`config.mk`:
```
export PLATFORM = sky130hd
export DESIGN_NAME = afe_frame_sched
export DESIGN_NICKNAME = d
export VERILOG_FILES = /design/src/rtl/afe_frame_sched.sv
export SDC_FILE = /design/constraint.sdc
export NUM_CORES = 1
export LEC_CHECK = 0
export CAP_MARGIN = 30
export CORE_MARGIN = 1
export CORE_UTILIZATION = 30
export DETAILED_ROUTE_END_ITERATION = 12
export SLEW_MARGIN = 15
export SYNTH_ARGS = -nofsm -noshare
export SYNTH_HDL_FRONTEND = slang
export SYNTH_SLANG_ARGS = --single-unit
```
`constraint.sdc`:
```
create_clock -name CLK_100M -period 4.8 [get_ports CLK_100M]
set_clock_uncertainty 0.1 [all_clocks]
set_input_delay 1.2 -clock CLK_100M [delete_from_list [all_inputs] [get_ports CLK_100M]]
set_output_delay 1.2 -clock CLK_100M [all_outputs]
set_load 0.02 [all_outputs]
```
`src/rtl/afe_frame_sched.sv`:
```
// Frame scheduler: after a trigger it waits out the exposure, then issues one line start per TFT row and waits for each line to finish.
// Latency: the first LINE_START comes EXP_CYCLES+1 edges after trigger accept; each later one comes 1 cycle after AFE_LINE_DONE if the buffer is ready.
// Backpressure: waits in LINE_REQ with no timeout while ADS_BUF_READY=0; a line watchdog aborts the frame if AFE_LINE_DONE never arrives.
module afe_frame_sched #(
    parameter int ROW_NUM      = 64,
    parameter int ROW_W        = 8,
    parameter int EXP_CYCLES   = 1000,
    parameter int LINE_TIMEOUT = 16384,
    parameter int CNT_W        = 16
) (
    input  logic             CLK_100M,
    input  logic             CLK_RST,
    input  logic             ADS_INIT_OK,
    input  logic             FRAME_TRIG,
    input  logic             ADS_BUF_READY,
    input  logic             AFE_LINE_DONE,
    output logic             LINE_START,
    output logic [ROW_W-1:0] ROW_ADDR,
    output logic             GATE_ON,
    output logic             FRAME_BUSY,
    output logic             FRAME_DONE,
    output logic             TRIG_MISS,
    output logic             ERR_TIMEOUT
);

    localparam logic [2:0] S_IDLE      = 3'd0;
    localparam logic [2:0] S_EXPOSE    = 3'd1;
    localparam logic [2:0] S_LINE_REQ  = 3'd2;
    localparam logic [2:0] S_LINE_WAIT = 3'd3;
    localparam logic [2:0] S_DONE      = 3'd4;

    localparam logic [CNT_W-1:0] EXP_LAST  = CNT_W'(EXP_CYCLES - 1);
    localparam logic [CNT_W-1:0] WDOG_LAST = CNT_W'(LINE_TIMEOUT - 1);
    localparam logic [CNT_W-1:0] CNT_ONE   = CNT_W'(1);
    localparam logic [ROW_W-1:0] ROW_LAST  = ROW_W'(ROW_NUM - 1);
    localparam logic [ROW_W-1:0] ROW_ONE   = ROW_W'(1);

    logic [2:0]       r_state;
    logic [CNT_W-1:0] r_cnt;          // exposure counter and line watchdog share one counter
    logic [ROW_W-1:0] r_row;
    logic             r_line_start;
    logic             r_gate_on;
    logic             r_frame_busy;
    logic             r_frame_done;
    logic             r_trig_miss;
    logic             r_err_timeout;

    logic w_abort;
    logic w_trig_accept;
    logic w_trig_reject;
    logic w_exp_end;
    logic w_wdog_end;
    logic w_last_row;

    // Losing ADC init mid-frame overrides everything else, including a trigger
    // rejection, because every pulse output returns to its reset value.
    assign w_abort       = (r_state != S_IDLE) && !ADS_INIT_OK;
    assign w_trig_accept = FRAME_TRIG && ADS_INIT_OK && (r_state == S_IDLE);
    assign w_trig_reject = FRAME_TRIG && !w_trig_accept && !w_abort;
    assign w_exp_end     = (r_cnt == EXP_LAST);
    assign w_wdog_end    = (r_cnt == WDOG_LAST);
    assign w_last_row    = (r_row == ROW_LAST);

    // Frame sequencing: exposure, then a request/wait handshake per row, and an abort on init loss or watchdog expiry.
    always_ff @(posedge CLK_100M) begin
        if (CLK_RST) begin
            r_state       <= S_IDLE;
            r_cnt         <= '0;
            r_row         <= '0;
            r_line_start  <= 1'b0;
            r_gate_on     <= 1'b0;
            r_frame_busy  <= 1'b0;
            r_frame_done  <= 1'b0;
            r_trig_miss   <= 1'b0;
            r_err_timeout <= 1'b0;
        end else begin
            r_line_start <= 1'b0;
            r_frame_done <= 1'b0;
            r_trig_miss  <= w_trig_reject;
            if (w_abort) begin
                // ERR_TIMEOUT is deliberately left alone so a prior watchdog error survives.
                r_state      <= S_IDLE;
                r_cnt        <= '0;
                r_row        <= '0;
                r_gate_on    <= 1'b0;
                r_frame_busy <= 1'b0;
            end else begin
                case (r_state)
                    S_IDLE: begin
                        if (w_trig_accept) begin
                            r_state       <= S_EXPOSE;
                            r_cnt         <= '0;
                            r_row         <= '0;
                            r_err_timeout <= 1'b0;
                            r_frame_busy  <= 1'b1;
                        end
                    end
                    S_EXPOSE: begin
                        if (w_exp_end) begin
                            r_state <= S_LINE_REQ;
                            r_cnt   <= '0;
                        end else begin
                            r_cnt <= r_cnt + CNT_ONE;
                        end
                    end
                    S_LINE_REQ: begin
                        if (ADS_BUF_READY) begin
                            r_state      <= S_LINE_WAIT;
                            r_cnt        <= '0;
                            r_line_start <= 1'b1;
                            r_gate_on    <= 1'b1;
                        end
                    end
                    S_LINE_WAIT: begin
                        // A completion that arrives on the terminal count still counts as on time.
                        if (AFE_LINE_DONE) begin
                            r_gate_on <= 1'b0;
                            r_cnt     <= '0;
                            if (w_last_row) begin
                                r_state      <= S_DONE;
                                r_frame_done <= 1'b1;
                            end else begin
                                r_row   <= r_row + ROW_ONE;
                                r_state <= S_LINE_REQ;
                            end
                        end else if (w_wdog_end) begin
                            r_state       <= S_IDLE;
                            r_cnt         <= '0;
                            r_row         <= '0;
                            r_gate_on     <= 1'b0;
                            r_frame_busy  <= 1'b0;
                            r_err_timeout <= 1'b1;
                        end else begin
                            r_cnt <= r_cnt + CNT_ONE;
                        end
                    end
                    S_DONE: begin
                        r_state      <= S_IDLE;
                        r_row        <= '0;
                        r_frame_busy <= 1'b0;
                    end
                    default: begin
                        r_state      <= S_IDLE;
                        r_cnt        <= '0;
                        r_row        <= '0;
                        r_gate_on    <= 1'b0;
                        r_frame_busy <= 1'b0;
                    end
                endcase
            end
        end
    end

    assign LINE_START  = r_line_start;
    assign ROW_ADDR    = r_row;
    assign GATE_ON     = r_gate_on;
    assign FRAME_BUSY  = r_frame_busy;
    assign FRAME_DONE  = r_frame_done;
    assign TRIG_MISS   = r_trig_miss;
    assign ERR_TIMEOUT = r_err_timeout;

endmodule

```
==> impl_metrics.csv <==
group,metric,value,unit
place,place_inst,288,
yosys,synth_nets,213,
yosys,ys.warnings.count,0,
timing,rsz0062_at_grt,"false",
global_route,grt-ovfl-total,0,
final_layout,antenna_cells,0,
yosys,avgSynthCellArea,8.64,um2
detailed_routing,drc_errors,0,
worst_setup_path,cp-start-kind,"input pin",
min_path,worstHoldPathCells,2,
clock_tree,clk_path_buf_depth,2,
die,rows,27,
timing,worst_pin_slew,0.770,ns
die,die_h,78.9,um
clock_tree,ctsResizeCount,0,
clock_tree,clockRootBuffer,"clkbuf_8",
yosys,async_reset_ff_share,0,%
die,ios,20,
yosys,synth_edf_count,0,
yosys,synth_cell_types,57,
place,placed_cell_area,2010,um2
worst_setup_path,ff2ff_path_depth,6,
timing,maxSlewHeadroom,48.3,%
min_path,worstHoldPathType,"flip-flop to flip-flop",
detailed_routing,post_drt_wl_per_cell,13.1,um
yosys,yosysSeqAreaShare,37.3,%
yosys,netlist_area,1770,um2
global_route,grt_pass1_wl,6.51,mm
timing,period_share,60.5,%
die,die-width,78.9,um
final_layout,drive_above_1_share,8.07,%
detailed_routing,drt-total-wl,3.87,mm
final_layout,final_common_cell,"dfxtp_1",
yosys,synth_top_area_share,37.3,%
global_route,grt_max_degree,14,
place,gp_congestion,0.772,
detailed_routing,routed_via_density,5.28,
job,cap_violations,0,
die,die-area,6220,um2
final_layout,nets,231,
clock_tree,cts.hold.buffers_added,0,
detailed_routing,drtIter0Drc,46,
place,dp_hpwl,2.81,mm
global_route,grt_pass1_vias,1450,
clock_tree,h-tree-depth,2,
yosys,synthCells,205,
final_layout,fin_area,2100,um2
clock_tree,cts_buffers,5,
clock_tree,cts_tree,"built",
clock_tree,post_cts_buffers,0,
timing,drv_slew,0,
global_route,antenna_found_initial,0,
timing,hold_ws,0.383,ns
yosys,synth-seq-cells,33,
power,p_leak,0.000739,uW
detailed_routing,dr.pass1.iters,5,
power,worst_ir_drop_vdd,0.116,mV
die,core_area,5610,um2
worst_setup_path,critical_path_class,"input pin to flip-flop",
power,total_power,551,uW
die,initial_core_util,31.6,%
final_layout,final_cell_mix,"33 x dfxtp_1, 22 x nor2_1, 19 x clkdlybuf4s50_1",
timing,fin_crit,2.90,ns
clock_tree,clk_pin_slew_worst_paths,0.06,ns
power,p_per_area,263,nW/um2
final_layout,instances_no_fill,295,
place,io_buffers,19,
final_layout,syn_to_final_growth,18.3,%
worst_setup_path,arrival,3.03,ns
clock_tree,clk_latency,0.28,ns
detailed_routing,postRouteAntennaNets,0,
run_status,outcome,"finished clean",
worst_setup_path,end_kind,"flip-flop",
global_route,track_usage,13.2,%
yosys,yosys.area.top_type,"dfxtp_1",
worst_setup_path,critical_path_required,4.92,ns
clock_tree,clkSinkCount,33,
timing,setup_viol,0,
yosys,yosys-top-cells-area,"dfxtp_1 37%, xor2_1 4.9%, nor2_1 4.7%, nand4_1 3.9%, nand2_1 3.6%",
worst_setup_path,crit_fanout,5,
timing,clock.fmax,344,MHz
yosys,synth_ff_type,"dfxtp_1",
timing,finalSetupTns,0,ns
detailed_routing,vias,1557,
timing,hold_violations,0,
-- area by class of cell --
cell class / count / area [um2]
Multi-Input combinational cell: 162 / 1060
Fill cell: 593 / 3510
Timing Repair Buffer: 19 / 190
Inverter: 2 / 7.51
Tap cell: 72 / 90.1
Clock buffer: 7 / 86.3
Sequential cell: 33 / 661
-- flip-flops by register name, summed over array words and instances (netlist names) --
register,count
FRAME_DONE,1
ROW_ADDR,8
ERR_TIMEOUT,1
TRIG_MISS,1
r_state,3
LINE_START,1
FRAME_BUSY,1
GATE_ON,1
r_cnt,16
-- cell families after synthesis --
| kind of cell | count (synthesis) | synth area share [%] |
|---|---|---|
| buf+inv | 10 | 2.82 |
| simple gates | 99 | 32.8 |
| flops | 33 | 37.3 |
| mux | 1 | 0.565 |
| fa+ha+maj | 2 | 1.41 |
| xor+xnor | 11 | 5.44 |
| compound gates | 49 | 19.7 |
-- metrics by stage --
stage	util [%]	setup WS, ns
3_5_place_dp	35.8	1.58
5_1_grt	37.4	1.72
2_1_floorplan	-	2.26
4_1_cts	37.4	1.86
6_report	37.4	1.90
3_3_place_gp	35.8	1.62
-- where the power goes --
group	switching [uW]	total [uW]	leakage (uW)	internal (uW)
Clock	93.3	207	0.0000443	114
Sequential	6.07	285	0.000267	279
Combinational	35.6	59.0	0.000427	23.3
Total	135	551	0.000739	416
-- layer usage --
layer  up-vias  wire [um]  GRT usage [%]
met2        30       1740           21.9
met5         -          0              0
met4         0         49           5.64
met1       719       1950           16.3
met3         6        132           3.22
li1        802          -              -
-- cells in the mapped netlist, types with 2 or more instances --
master	instances
nor3_1	5
nor2b_1	2
nand2b_1	2
clkbuf_1	5
and3_1	4
o21ai_1	5
o211ai_1	2
a21o_1	4
nor4_1	3
and2_1	2
dfxtp_1	33
nor2_1	22
o21ai_0	9
nand2_1	17
xor2_1	10
o21a_1	3
inv_1	2
ha_1	2
a311o_1	2
a21oi_1	9
or4_4	2
a311oi_1	2
or3_1	9
nand3_1	5
a31oi_1	2
nand4_1	11
-- critical path, cell delays in order --
cell,delay [ns]
clkdlybuf4s50_1,0.41
o21a_1,0.20
a311oi_1,0.66
nand2_1,0.26
o211ai_1,0.16
o21a_1,0.13
-- worst paths after layout --
check | slack [ns] | start | end
worst min-delay path | 0.38 | r_cnt[1] | r_cnt[1]
worst max-delay path | 1.90 | ADS_BUF_READY | r_cnt[11]
worst min register to register | 0.38 | r_cnt[1] | r_cnt[1]
worst max register to register | 2.36 | r_cnt[0] | ROW_ADDR[5]
Note: power is estimated with default switching activity, not from simulation.
